<file path="src/rtl/uart_frame_sequencer_if.sv">
// Byte-wide link between the frame sequencer and the UART transmitter core.
interface uart_frame_sequencer_if;
  logic [7:0] tx_byte;
  logic       tx_start;
  logic       uart_ready;
  logic       uart_done;

  modport master (
    output tx_byte,
    output tx_start,
    input  uart_ready,
    input  uart_done
  );

  modport slave (
    input  tx_byte,
    input  tx_start,
    output uart_ready,
    output uart_done
  );
endinterface

</file>
<file path="src/rtl/uart_frame_sequencer.sv">
// Turns one arbiter record into a 6-byte UART frame:
// SYNC, address, mode, data_hi, data_lo, XOR checksum.
module uart_frame_sequencer #(
  parameter logic [7:0]  SYNC_BYTE  = 8'hA5,
  parameter int unsigned GAP_CYCLES = 0
) (
  input  logic                          clk,
  input  logic                          reset,
  input  logic                          data_ready,
  input  logic [7:0]                    toPC_address,
  input  logic [7:0]                    toPC_mode,
  input  logic [15:0]                   toPC_data,
  output logic                          tx_complete,
  uart_frame_sequencer_if.master        uart,
  output logic [7:0]                    frame_count,
  output logic                          overrun_err
);

  localparam int GW = 16;
  localparam logic [GW-1:0] GAP_LOAD = (GAP_CYCLES > 0) ? GW'(GAP_CYCLES - 1) : '0;
  localparam logic [2:0]    LAST_IDX = 3'd5;

  typedef enum logic [1:0] {
    IDLE,
    ISSUE,
    WAIT_DONE,
    GAP
  } state_t;

  state_t        state, state_nxt;
  logic [2:0]    idx, idx_nxt;
  logic [GW-1:0] gap_cnt, gap_nxt;
  logic [7:0]    frame_count_nxt;
  logic          overrun_nxt;
  logic          latch;

  logic [7:0]    addr_q, mode_q, dhi_q, dlo_q, csum_q;

  // Combinational so the arbiter sees busy in the same cycle it raises data_ready.
  assign tx_complete = (state == IDLE) && !data_ready;

  always_ff @(posedge clk or negedge reset) begin
    if (!reset) begin
      state       <= IDLE;
      idx         <= '0;
      gap_cnt     <= '0;
      frame_count <= '0;
      overrun_err <= 1'b0;
    end else begin
      state       <= state_nxt;
      idx         <= idx_nxt;
      gap_cnt     <= gap_nxt;
      frame_count <= frame_count_nxt;
      overrun_err <= overrun_nxt;
    end
  end

  // Record fields are only consumed outside IDLE, after a latch, so they carry no reset.
  always_ff @(posedge clk) begin
    if (latch) begin
      addr_q <= toPC_address;
      mode_q <= toPC_mode;
      dhi_q  <= toPC_data[15:8];
      dlo_q  <= toPC_data[7:0];
      csum_q <= toPC_address ^ toPC_mode ^ toPC_data[15:8] ^ toPC_data[7:0];
    end
  end

  always_comb begin
    state_nxt       = state;
    idx_nxt         = idx;
    gap_nxt         = gap_cnt;
    frame_count_nxt = frame_count;
    overrun_nxt     = overrun_err | (data_ready && (state != IDLE));
    latch           = 1'b0;
    uart.tx_start   = 1'b0;

    case (state)
      IDLE: begin
        if (data_ready) begin
          latch     = 1'b1;
          idx_nxt   = '0;
          state_nxt = ISSUE;
        end
      end
      ISSUE: begin
        if (uart.uart_ready) begin
          uart.tx_start = 1'b1;
          state_nxt     = WAIT_DONE;
        end
      end
      WAIT_DONE: begin
        if (uart.uart_done) begin
          if (idx == LAST_IDX) begin
            frame_count_nxt = frame_count + 8'd1;
            state_nxt       = IDLE;
          end else if (GAP_CYCLES == 0) begin
            idx_nxt   = idx + 3'd1;
            state_nxt = ISSUE;
          end else begin
            gap_nxt   = GAP_LOAD;
            state_nxt = GAP;
          end
        end
      end
      GAP: begin
        if (gap_cnt == '0) begin
          idx_nxt   = idx + 3'd1;
          state_nxt = ISSUE;
        end else begin
          gap_nxt = gap_cnt - 1'b1;
        end
      end
      default: state_nxt = IDLE;
    endcase
  end

  always_comb begin
    uart.tx_byte = '0;
    if (state != IDLE) begin
      case (idx)
        3'd0:    uart.tx_byte = SYNC_BYTE;
        3'd1:    uart.tx_byte = addr_q;
        3'd2:    uart.tx_byte = mode_q;
        3'd3:    uart.tx_byte = dhi_q;
        3'd4:    uart.tx_byte = dlo_q;
        default: uart.tx_byte = csum_q;
      endcase
    end
  end

endmodule

</file>
<file path="src/flat_wrapper.sv">
// flat-port wrapper written by rule: the top's interface ports become plain ports
module uart_frame_sequencer_flat 
#(
  parameter logic [7:0]  SYNC_BYTE  = 8'hA5,
  parameter int unsigned GAP_CYCLES = 0
)
  (clk, reset, data_ready, toPC_address, toPC_mode, toPC_data, tx_complete, frame_count, overrun_err, uart_tx_byte, uart_tx_start, uart_uart_ready, uart_uart_done);
  uart_frame_sequencer_if uart_i ();
  input  logic clk;
  input  logic reset;
  input  logic data_ready;
  input  logic [7:0] toPC_address;
  input  logic [7:0] toPC_mode;
  input  logic [15:0] toPC_data;
  output logic tx_complete;
  output logic [7:0] frame_count;
  output logic overrun_err;
  output wire logic [$bits(uart_i.tx_byte)-1:0] uart_tx_byte;
  output wire logic [$bits(uart_i.tx_start)-1:0] uart_tx_start;
  input wire logic [$bits(uart_i.uart_ready)-1:0] uart_uart_ready;
  input wire logic [$bits(uart_i.uart_done)-1:0] uart_uart_done;
  assign uart_tx_byte = uart_i.tx_byte;
  assign uart_tx_start = uart_i.tx_start;
  assign uart_i.uart_ready = uart_uart_ready;
  assign uart_i.uart_done = uart_uart_done;
  uart_frame_sequencer #(.SYNC_BYTE(SYNC_BYTE), .GAP_CYCLES(GAP_CYCLES)) u_core (.clk(clk), .reset(reset), .data_ready(data_ready), .toPC_address(toPC_address), .toPC_mode(toPC_mode), .toPC_data(toPC_data), .tx_complete(tx_complete), .uart(uart_i), .frame_count(frame_count), .overrun_err(overrun_err));
endmodule
</file>
<file path="config.mk">
export PLATFORM = sky130hd
export DESIGN_NAME = uart_frame_sequencer_flat
export DESIGN_NICKNAME = d
export VERILOG_FILES = /design/src/rtl/uart_frame_sequencer_if.sv /design/src/rtl/uart_frame_sequencer.sv /design/src/flat_wrapper.sv
export SDC_FILE = /design/constraint.sdc
export NUM_CORES = 1
export LEC_CHECK = 0
export CAP_MARGIN = 10
export CORE_UTILIZATION = 53
export CTS_CLUSTER_DIAMETER = 50
export CTS_CLUSTER_SIZE = 28
export DETAILED_ROUTE_END_ITERATION = 8
export PLACE_DENSITY = 0.87
export REMOVE_ABC_BUFFERS = 1
export SLEW_MARGIN = 20
export SYNTH_ARGS = -nofsm -noshare
export SYNTH_HDL_FRONTEND = slang
export SYNTH_SLANG_ARGS = --single-unit
</file>
<file path="constraint.sdc">
create_clock -name clk -period 3.3 [get_ports clk]
set_clock_uncertainty 0.05 [all_clocks]
set_input_delay 0.99 -clock clk [delete_from_list [all_inputs] [get_ports clk]]
set_output_delay 0.99 -clock clk [all_outputs]
set_load 0.01 [all_outputs]
</file>
# After elaboration in Yosys (flattened, before gate mapping)
# Index checks and enable logic that the tools add are counted.
# Widths: inputs -> output; s select.
dict set report classes {
  n_eq_ne 13
  reduce_logical 12
  bitwise_logic 5
  mux 17
  add_sub_neg 3
}
# op n
set op_table {}
lappend op_table {{$pmux 8 s5} 1}
lappend op_table {{$xor 8x8->8} 3}
lappend op_table {{$logic_not 16->1} 1}
lappend op_table {{$sub 16x1->16 const B} 1}
lappend op_table {{$mux 3} 4}
lappend op_table {{$pmux 3 s3} 1}
lappend op_table {{$add 8x1->8 const B} 1}
lappend op_table {{$mux 2} 4}
lappend op_table {{$mux 8} 1}
lappend op_table {{$ne 2x2->1 const B} 4}
lappend op_table {{$pmux 2 s4} 1}
lappend op_table {{$eq 3x2->1 const B} 2}
lappend op_table {{$eq 3x3->1 const B} 2}
lappend op_table {{$mux 1} 5}
lappend op_table {{$reduce_and 5->1} 1}
lappend op_table {{$eq 2x2->1 const B} 2}
lappend op_table {{$reduce_and 4->1} 1}
lappend op_table {{$add 3x1->3 const B} 1}
lappend op_table {{$eq 3x1->1 const B} 1}
lappend op_table {{$logic_not 3->1} 1}
lappend op_table {{$reduce_and 3->1} 1}
lappend op_table {{$reduce_bool 3->1} 1}
lappend op_table {{$eq 2x1->1 const B} 1}
lappend op_table {{$logic_and 1x1->1} 2}
lappend op_table {{7 further kinds} 7}
dict set report word_totals {
  inputBits 37
  wordCells 60
  output_inout_bits 19
  reg_bits 70
}

# Depth between registers and ports, before layout
# Gate-level depths: netlist (run 1).
dict set report depth {
  word_depth 4
  ltp_mapped 8
}

# Worst setup path after synthesis (run 1)
# OpenSTA, ideal clock, no wires.
dict set report synth_timing {
  kind {register to output}
  start {register u_core.idx[0]}
  end {output port uart_tx_byte[0]}
  required_ns 2.260
  stages_incl_launch_ff 9
  path_slack_ns 0.729
  t_arrival_ns 1.531
  cell_sequence {dfrtp_1 -> inv_1 -> ha_1 -> clkbuf_1 -> nor3_1 -> o21bai_1 -> buf_2 -> mux2i_1 -> nor2_1}
}
dict set report synth_via {
  elab_chain_cells 3
  elab_cells_between_ends 7
}
# element line
set synth_lines {}
lappend synth_lines {{start: declaration} uart_frame_sequencer.sv:31} ;# logic [2:0] idx, idx_nxt;
lappend synth_lines {{start signal: assignment} uart_frame_sequencer.sv:51} ;# idx <= idx_nxt;
lappend synth_lines {{$eq 3x3->1, or another cell as far along} uart_frame_sequencer.sv:121} ;# case (idx)
lappend synth_lines {{$pmux 8 s5 (*)} uart_frame_sequencer.sv:121}
lappend synth_lines {{$mux 8 (*)} uart_frame_sequencer.sv:120} ;# if (state != IDLE) begin
lappend synth_lines {{end: declaration} flat_wrapper.sv:18} ;# output wire logic [$bits(uart_i.tx_byte)-1:0] uart_tx_byte;
# Every way passes the cells marked *; elsewhere a longest branch is shown, timed or not.

# Final worst setup path (run 1)
dict set report layout_timing {
  start {input port data_ready}
  end {output port tx_complete}
}
dict set report layout_via {
  elab_chain_cells 2
}
# element line
set layout_lines {}
lappend layout_lines {{start: declaration} flat_wrapper.sv:11} ;# input logic data_ready;
lappend layout_lines {{$logic_not 1->1} uart_frame_sequencer.sv:40} ;# assign tx_complete = (state == IDLE) && !data_ready;
lappend layout_lines {{$logic_and 1x1->1} uart_frame_sequencer.sv:40}
lappend layout_lines {{end: declaration} flat_wrapper.sv:15} ;# output logic tx_complete;
# Every way passes these cells.

==> summary.md, run 1 <==
| Metric | Value |
|---|---|
| Crit path launch type | input pin |
| Share of cells above drive strength 1 | 12.7% |
| # DRC | 0 |
| Area grow syn2layout | 27.9% |
| Total number of vias | 2271 |
| IO Count | 56 |
| Lkg Pwr | 1.71 nW |
| Post-CTS Setup Bufs | 0 |
| Sink Count | 70 |
| Max Clock Freq | 307 MHz |
| Top-area cell type share of the netlist area | 36.5% |
| Fin crit share | 98.6% |
| Post-Layout Cell Count | 405 |
| Clk pwr share | 24.4% |
| Crit-path leading delay family | buffers and inverters |
| Cell mode on critical path | clkdlybuf4s50_1 |
| Critical path type | input pin to output port |
| Initial antenna violation count | 0 |
| Max_cap viols | 0 |
| Core ar. | 5960 um^2 |
| Area of the multi-input gates | 1310 um^2 |
| YS warnings | 0 |
| Total gr overflow | 0 |
| Worst Path Max Fanout | 2 |
| Dpl hpwl | 4.50 mm |
| Switching share of power | 33.1% |
| Commonest non-fill, non-tap cell in the layout | clkdlybuf4s50_1 |
| CP arrival | 2210 ps |
| Worst relative slew slack | 66.6% |
| Post-synthesis sequential area ratio | 59.4% |
| Switching power | 0.853 mW |
| Critical path buffers and inverters | 2 |
| Clk Latency, worst-skew pair | 350 ps |
| Status | finished clean |
| Routed wire per std cell | 15.8 um |
| Clock buffer depth | 2 |
| Final setup fails | 0 |
| Reg clk slew, reported paths | 80 ps |
| Global-route wire length before repair | 10.5 mm |
| Final Hold Violating Endpoints | 0 |
| Synth area leaders | edfxtp_1 37%, dfrtp_1 23%, xnor2_1 8.5% |
| Combinational Power Share | 32.7% |
| Number of global-route vias before repair | 2314 |
| VDD IR-drop max | 0.000389 V |
| Most frequent cells in the layout | 46 x clkdlybuf4s50_1, 40 x edfxtp_1, 32 x xnor2_1 |
| Synthesized area per cell | 12.9 um^2 |
| Worst slew pin tran | 500 ps |
| Tot GR Track Use | 22.0% |
| Row Count | 28 |
| Min Tclk post-route | 3250 ps |
| RSZ-0062 raised after global routing | true |
| Critical Path Sink Type | output port |
| CTS root buf | clkbuf_8 |
| Final total power | 2.58 mW |
| Drt initial violations | 75 |
| Area leader, netlist | edfxtp_1 |
| Port Buffers | 55 |
| Diodes inserted | 0 |
| Unique masters post-synth | 42 |
| Final net count | 369 |
| Via density | 5.61 |
| Die ar. | 6520 um^2 |
| Seq cells post-synth | 70 |
| Slowest CP cell | clkdlybuf4s50_1 |
| Placed cells | 389 |
| CTS Hold Bufs | 0 |
| Minimum hold slack | 420 ps |
| Post-Route WL | 6.39 mm |
| PwrDens | 612 nW/um^2 |
| Die width | 80.8 um |
| Pin count of the biggest net entering global routing | 41 |
| GPL Wtd Cong | 0.776 |
| Remaining antenna violation count after routing | 0 |
| Reg power frac | 42.9% |
| Cell count after synthesis | 255 |
| Drt pass-1 iters | 4 |
| Critical Path RT | 2260 ps |
| Initial Util | 55.2% |
| Inserted Clock Buffers | 9 |
| CP max stage delay | 580 ps |
| Fillers | 429 |
| Die height | 80.8 um |
| Post-synthesis cell area | 3290 um^2 |
| H-tree levels | 3 |
| CTS tree | built |
| Min-Delay Path Class | flip-flop to flip-flop |
| Int Pwr | 1.72 mW |
| Final Max Slew Viols | 0 |
| Worst path cell trace | clkdlybuf4s50_1 > nor3_1 > clkdlybuf4s50_1 |
| Register area | 1950 um^2 |
==> power by group through the flow <==
stage                     registers (mW)  clock network [mW]  logic (mW)
final                               1.10               0.627       0.843
after global routing                1.11               0.673       0.926
after CTS                           1.10               0.643       0.829
after detailed placement            1.12                   0       0.857
after global placement              1.11                   0       0.830
after floorplan                     1.12                   0       0.450
==> per-layer routing <==
layer	global-route usage [%]	share of wire [%]	wire length [um]	up-vias
li1	-	-	-	1082
met1	24.7	41	2620	1088
met2	38.0	51	3240	79
met3	5.96	5.3	342	22
met4	12.0	3.0	189	0
met5	0	0	0	-
==> synth_stat cells, drive strengths merged <==
cell type and instances:
a22oi 8, o21ai 10, inv 7, nor2b 1, nand2 14, nand4 10, nor3 7, and2 2
a32oi 4, xor2 12, nor3b 3, and4 1, a21boi 1, xnor2 32, nor4b 1, nor4 3
mux2i 13, nand4b 1, and3 2, dfrtp 30, o31a 1, edfxtp 40, o21bai 1, a221oi 5
a211o 1, nand3 6, nand2b 3, nor2 15, buf 4, ha 7, or3b 1, or3 1
a221o 1, a21oi 2, clkbuf 5
==> per-stage QoR <==
step,cell area [um^2],setup WS (ps),TNS [ps],utilization (%)
after detailed placement,3990,-235,-1780,67.0
after floorplan,3250,442,0,-
after global placement,3990,-132,-889,67.0
after CTS,4180,0.165,0,70.2
final,4210,46.4,0,70.6
after global routing,4210,-41.2,-125,70.6
==> cell type report <==
class	count	share of cell area, %
clock inverters	7	1.28
clock buffers	9	2.95
inverters	7	0.625
well taps	75	2.23
multi-input cells	169	31.2
repair buffers	68	15.3
flip-flops and latches	70	46.4
==> logic make-up (layout without fill, tap and decap cells) <==
kind of cell             Yosys count  count (layout)  share of synthesized area [%]
AO/OA/AOI/OAI                     34              34                           7.46
XOR/XNOR                          44              44                           11.7
adder cells (fa/ha/maj)            7               7                           2.66
buffers and inverters             16              91                           2.02
flip-flops                        70              70                           59.4
multiplexers                      13              13                           3.96
AND/OR/NAND/NOR                   71              71                           12.8
==> final timing paths <==
path	from	to	slack, ps	depth (start not counted)
worst min-delay path	u_core.frame_count[7]	u_core.frame_count[7]	420	1
min in group asynchronous	reset	u_core.gap_cnt[7]	980	2
worst max register to register	u_core.gap_cnt[0]	u_core.idx[2]	1270	6
worst max-delay path	data_ready	tx_complete	50	3
max in group asynchronous	reset	u_core.gap_cnt[8]	1940	2
worst min register to register	u_core.frame_count[7]	u_core.frame_count[7]	420	1
==> worst register-to-register path, delay by kind of cell (launching register included) <==
family	cells	cell delay (ps)
buffers and inverters	1	70
AND/OR/NAND/NOR	2	550
AO/OA/AOI/OAI	1	340
adder cells (fa/ha/maj)	1	310
flip-flops	1	420
multiplexers	1	220
==> flip-flops by register name, summed over array words and instances, names as in the netlist <==
| name | count |
|---|---|
| u_core.dlo_q | 8 |
| u_core.addr_q | 8 |
| u_core.csum_q | 8 |
| u_core.mode_q | 8 |
| u_core.overrun_err | 1 |
| u_core.frame_count | 8 |
| u_core.dhi_q | 8 |
| u_core.idx | 3 |
| u_core.gap_cnt | 16 |
| u_core.state | 2 |
==> repair_timing <==
| action | CTS | global route |
|---|---|---|
| endpoints found under the setup margin | 9 | 8 |
| gates resized for setup | 13 | 10 |
| cloned | 0 | 0 |
(Power assumes the default switching activity.)
==> run 2, diff against run 1 <==
--- a/config.mk
+++ b/config.mk
@@ -7,7 +7,7 @@
 export LEC_CHECK = 0
 export CAP_MARGIN = 10
 export CORE_UTILIZATION = 53
-export CTS_CLUSTER_DIAMETER = 50
+export CTS_CLUSTER_DIAMETER = 150
 export CTS_CLUSTER_SIZE = 28
 export DETAILED_ROUTE_END_ITERATION = 8
 export PLACE_DENSITY = 0.87
==> results of run 2 <==
Final layout, timing and power as in run 1 (identical DEF).
